==> src/rtl/garbage_row_injector.sv <==
// Pushes penalty rows into the stacked board from the bottom, with an LFSR-chosen hole column.
// Optional GARBAGE_SAME_HOLE_EN: one hole column per continuous burst instead of per row.
`ifndef BOARD_WIDTH_BLK
`define BOARD_WIDTH_BLK 10
`endif
`ifndef BOARD_HEIGHT_BLK
`define BOARD_HEIGHT_BLK 20
`endif

module garbage_row_injector #(
  parameter int unsigned BOARD_W     = `BOARD_WIDTH_BLK,
  parameter int unsigned BOARD_H     = `BOARD_HEIGHT_BLK,
  parameter int unsigned MAX_PENDING = 15,
  parameter logic [7:0]  LFSR_SEED   = 8'hA5
) (
  input  logic                       clk,
  input  logic                       rst_n,
  input  logic [BOARD_W*BOARD_H-1:0] stacked_block,
  input  logic                       add_req,
  input  logic [2:0]                 add_count,
  output logic                       add_ack,
  input  logic                       insert_en,
  output logic [BOARD_W*BOARD_H-1:0] stacked_block_next,
  output logic                       board_we,
  output logic [3:0]                 pending,
  output logic                       busy,
  output logic                       top_out
);

  localparam int unsigned BOARD_N = BOARD_W * BOARD_H;
  localparam int unsigned HOLE_W  = $clog2(BOARD_W);

  localparam logic [1:0] IDLE      = 2'd0;
  localparam logic [1:0] WAIT_SLOT = 2'd1;
  localparam logic [1:0] INSERT    = 2'd2;
  localparam logic [1:0] SETTLE    = 2'd3;

  logic [1:0]        state;
  logic [1:0]        state_next;
  logic              enter_insert;
  logic              hole_load;
  logic              enq;
  logic              row0_filled;
  logic [4:0]        pend_sum;
  logic [3:0]        pend_sat;
  logic [7:0]        lfsr;
  logic [HOLE_W-1:0] hole_q;
  logic [HOLE_W-1:0] hole_new;

  assign enq         = add_req & ~add_ack & ~top_out;
  assign row0_filled = (stacked_block[BOARD_W-1:0] != '0);
  assign hole_new    = HOLE_W'(32'(lfsr) % BOARD_W);

  // Enqueue and insert decrement can land in the same cycle; saturate the combined result.
  always_comb begin
    pend_sum = 5'(pending) + (enq ? 5'(add_count) : 5'd0) - ((state == INSERT) ? 5'd1 : 5'd0);
    pend_sat = (pend_sum > 5'(MAX_PENDING)) ? 4'(MAX_PENDING) : pend_sum[3:0];
  end

  always_ff @(posedge clk or negedge rst_n) begin
    if (!rst_n) state <= IDLE;
    else        state <= state_next;
  end

  always_comb begin
    state_next   = state;
    enter_insert = 1'b0;
    case (state)
      IDLE: begin
        if (pending != '0 && !top_out) state_next = WAIT_SLOT;
      end
      WAIT_SLOT: begin
        if (insert_en) begin
          state_next   = INSERT;
          enter_insert = 1'b1;
        end
      end
      INSERT: begin
        state_next = SETTLE;
      end
      SETTLE: begin
        if (top_out) begin
          state_next = IDLE;
        end else if (pending != '0 && insert_en) begin
          state_next   = INSERT;
          enter_insert = 1'b1;
        end else if (pending != '0) begin
          state_next = WAIT_SLOT;
        end else begin
          state_next = IDLE;
        end
      end
      default: begin
        state_next = IDLE;
      end
    endcase
  end

`ifdef GARBAGE_SAME_HOLE_EN
  logic fresh_q;

  // Armed in IDLE, consumed by the first insert of a burst.
  always_ff @(posedge clk or negedge rst_n) begin
    if (!rst_n)                fresh_q <= 1'b1;
    else if (state == IDLE)    fresh_q <= 1'b1;
    else if (enter_insert)     fresh_q <= 1'b0;
  end

  assign hole_load = enter_insert & fresh_q;
`else
  assign hole_load = enter_insert;
`endif

  always_ff @(posedge clk or negedge rst_n) begin
    if (!rst_n) begin
      lfsr     <= LFSR_SEED;
      hole_q   <= '0;
      add_ack  <= 1'b0;
      board_we <= 1'b0;
      pending  <= '0;
      busy     <= 1'b0;
      top_out  <= 1'b0;
    end else begin
      lfsr     <= {lfsr[6:0], lfsr[7] ^ lfsr[5] ^ lfsr[4] ^ lfsr[3]};
      add_ack  <= enq;
      board_we <= (state_next == INSERT);
      busy     <= (state_next != IDLE);
      if (hole_load) hole_q <= hole_new;
      if (state == INSERT && row0_filled) top_out <= 1'b1;
      if (state == SETTLE && top_out) pending <= '0;
      else                            pending <= pend_sat;
    end
  end

  // Shift every row up by one and fill the bottom row except the hole column.
  always_comb begin
    stacked_block_next = stacked_block;
    if (board_we) begin
      stacked_block_next[BOARD_N-BOARD_W-1:0] = stacked_block[BOARD_N-1:BOARD_W];
      stacked_block_next[BOARD_N-1 -: BOARD_W] = ~(BOARD_W'(1) << hole_q);
    end
  end

endmodule

==> config.mk <==
export PLATFORM = sky130hd
export DESIGN_NAME = garbage_row_injector
export DESIGN_NICKNAME = d
export VERILOG_FILES = /design/src/rtl/garbage_row_injector.sv
export SDC_FILE = /design/constraint.sdc
export NUM_CORES = 1
export LEC_CHECK = 0
export ABC_CLOCK_PERIOD_IN_PS = 3460
export CAP_MARGIN = 20
export CORE_AREA = 2 2 160 162
export CTS_BUF_LIST = sky130_fd_sc_hd__clkbuf_16
export DETAILED_ROUTE_END_ITERATION = 8
export DIE_AREA = 0 0 162 164
export PLACE_DENSITY_LB_ADDON = 0.15
export SLEW_MARGIN = 20
export SYNTH_ARGS = -nofsm -noshare
export SYNTH_HDL_FRONTEND = slang
export SYNTH_SLANG_ARGS = --single-unit
==> constraint.sdc <==
create_clock -name clk -period 3.46 [get_ports clk]
set_input_delay 0.692 -clock clk [delete_from_list [all_inputs] [get_ports clk]]
set_output_delay 0.692 -clock clk [all_outputs]
set_load 0.05 [all_outputs]
==> key figures <==
Finish
  – Commonest non-fill, non-tap cell in the layout: clkdlybuf4s50_1
  – Design area: 0.008593 sq mm
  – Leading cell types in the layout, fill and taps excluded: clkdlybuf4s50_1, mux2_2, buf_4
  – P&R area growth vs syn: 110.5%
  – Final net count: 1064
  – Filler cells: 2596
  – Area of the multi-input gates: 0.003327 sq mm
  – Sequential cell area: 559.3 sq um
  – Share of cells above drive strength 1: 37.54%

Clocking
  – Clock sink count: 22
  – Longest Clk Path Bufs: 2
  – Worst-Skew Late Latency: 250 ps
  – Clock-pin transition on the worst setup and hold timing paths: 60 ps
  – CTS tree: yes
  – Total CTS buffers: 3
  – CTS H-Tree Depth: 1
  – Post CTS Setup Buffer Count: 0
  – CTS root buffer: clkbuf_16

Pwr
  – Comb pwr share: 69.6%
  – Internal power: 0.9158 mW
  – Reg power frac: 15.8%
  – Sw frac: 46.26%
  – P_sw: 0.7885 mW
  – Leak pwr: 3.396 nW
  – Peak supply drop: 149.8 uV
  – Clock power frac: 14.6%
  – Pwr Density: 198.3 mW/mm^2

STA
  – Max Fclk: 314.4 MHz
  – Worst-Margin Slew: 605.7 ps
  – Slew headroom: 59.62%
  – Tmin final: 3181 ps
  – Final hold vios: 0
  – Setup ws final: 279.1 ps
  – Final Max Tran Viols: 0
  – Setup_tns: 0 ps
  – # setup viols final: 0
  – Fin crit share: 91.93%
  – Worst Skew: 5.308 ps
  – RSZ-0062 raised after global routing: no

Worst setup path
  – Startpoint types: flip-flop
  – Critical path class: flip-flop to flip-flop
  – Critical Path AT: 3360 ps
  – Highest fanout seen on the critical path: 9
  – CP Capture Type: flip-flop
  – Worst Path Required: 3640 ps
  – R2R cell count: 12

Global routing
  – Overall Global Routing Usage: 18.29%
  – Vias in the first global route: 5023
  – GRT overflow: 0
  – Initial antenna violation count: 3
  – Pin count of the biggest net entering global routing: 42
  – First-pass GRT wire length: 35540 um

Placed design
  – GPL Wtd Cong: 0.8493
  – Hpwl dp: 23260 um
  – Post-DP Area: 0.008503 sq mm
  – Place WS: 126.1 ps
  – Port bufs: 414

Logic synthesis
  – Yosys top cell by area: mux2_2
  – Gate Count Post-Synth: 449
  – Avg Synthesized Cell Area: 9.090 sq um
  – Sequential share of the synthesized area: 13.61%
  – Mapped cell area: 0.004081 sq mm
  – Synth unique cells: 56
  – Async SR Flop Fraction: 100.0%
  – Most common flop cell mapped by yosys: dfrtp_1
  – Syn nets: 665
  – Number of flops mapped to enable cells by yosys: 0
  – Flops & latches, synth: 22
  – Synth area leaders: mux2_2, dfrtp_1, nor2_1, dfstp_2, ha_1
  – Share of the synthesized area in the top cell type: 52.70%
  – Yosys warnings: 0

Drt
  – Per-cell routed wire length: 22.48 um
  – DRC Markers: 0
  – Initial DRC count: 201
  – Drt via density: 4.275
  – Via count: 5045
  – DRT antenna net count: 0
  – Pre-antenna DRT Iters: 5
  – DRT Wirelength: 26530 um

Flow run
  – Max-Cap Viols: 0

Floorplan
  – Core area: 0.02482 sq mm
  – DIE WIDTH: 162 um
  – Die Footprint: 0.02657 sq mm
  – Cell row count: 58
  – Die H: 164 um
  – IO Pins: 415
  – Starting density of the core: 16.44%

Min path
  – Hold path cells: 0
  – Type of the most critical hold path: flip-flop to flip-flop

Status
  – Status: finished clean
[per-stage QoR]
step | power, mW | hold slack [ps] | cells | utilization, %
5_1_grt | 1.770 | 416.9 | 1178 | 34.60
3_3_place_gp | 1.465 | 392.7 | 1173 | 34.26
6_report | 1.704 | 402.9 | 1180 | 34.62
4_1_cts | 1.721 | 407.4 | 1177 | 34.58
2_1_floorplan | 0.8821 | 349.7 | 449 | -
3_5_place_dp | 1.460 | 395.8 | 1173 | 34.26
[cells by family after synthesis]
kind of cell | count (synthesis) | share of synthesized area, %
buffers and inverters | 51 | 4.966
and+or+nand+nor | 100 | 13.06
DFF | 22 | 13.61
adders and majority gates | 9 | 2.943
muxes | 191 | 52.70
xor gates and xnor gates | 7 | 1.502
AOI/OAI and AO/OA | 69 | 11.22
[path summary, 6_finish.rpt]
| path | from | to | slack [ps] |
|---|---|---|---|
| max | lfsr[6] | hole_q[3] | 280 |
| min | lfsr[0] | lfsr[1] | 400 |
| max reg2reg | lfsr[6] | hole_q[3] | 280 |
| min reg2reg | lfsr[0] | lfsr[1] | 400 |
| max in group asynchronous | rst_n | lfsr[0] | 2160 |
| min in group asynchronous | rst_n | pending[3] | 730 |
[synthesized netlist by cell type (2+ instances only)]
library cell	n
a211oi_1	4
a21o_1	2
a21oi_1	19
a22oi_1	2
a31oi_1	7
a41oi_1	3
and2_1	2
and3_1	3
and4_1	2
buf_2	6
clkbuf_1	26
dfrtp_1	18
dfstp_2	4
ha_1	8
inv_1	17
mux2_2	191
nand2_1	17
nand2b_1	5
nand3_1	3
nor2_1	35
nor2b_1	7
nor3_1	7
nor3b_1	4
nor4bb_1	2
o211a_1	2
o21ai_0	10
o21bai_1	2
o22ai_1	5
o41ai_1	3
or4_1	2
xnor2_1	4
xor2_1	3
[final cells by class]
type,instances,share of cell area (%)
inverter,17,0.7426
sequential,22,6.508
multi-input combinational,376,38.72
clock inverter,1,0.04368
clock buffer,3,0.8736
timing repair buffer,428,48.22
antenna,3,0.08736
tap,330,4.805
[routing by layer]
layer  share of wire, %  vias up  track usage (%)
met5              0.049        -                0
met4                1.1        2            1.971
met3                8.2       10            5.808
met2                 45      190            29.11
met1                 45     2359            25.00
li1                   -     2484                -
[worst max-delay path, stage by stage, from the launching register on]
cell and delay, ps:
dfrtp_1 380, nor2_1 180, inv_1 70, ha_1 350, nand2b_4 200, o21a_1 200
a311o_1 380, a31o_1 240, a2111o_1 420, nor2_4 190, and4_1 230, a22oi_1 90
a31oi_1 170
[flip-flops by register name, indices dropped and copies added, names as in the netlist]
| name | count |
|---|---|
| add_ack | 1 |
| board_we | 1 |
| busy | 1 |
| hole_q | 4 |
| lfsr | 8 |
| pending | 4 |
| state | 2 |
| top_out | 1 |
[power groups by stage]
stage / sequential [mW] / combinational, mW / clock, mW
2_1_floorplan: 0.286 / 0.596 / 0
3_3_place_gp: 0.274 / 1.19 / 0
3_5_place_dp: 0.274 / 1.19 / 0
4_1_cts: 0.269 / 1.19 / 0.259
5_1_grt: 0.270 / 1.23 / 0.270
6_report: 0.269 / 1.19 / 0.249
[repair_timing]
action | CTS | global route
resized for setup | 0 | 1
hold buffers | 0 | 0
endpoints found under the setup margin | 0 | 3
Note: power is estimated with default switching activity, not from simulation.
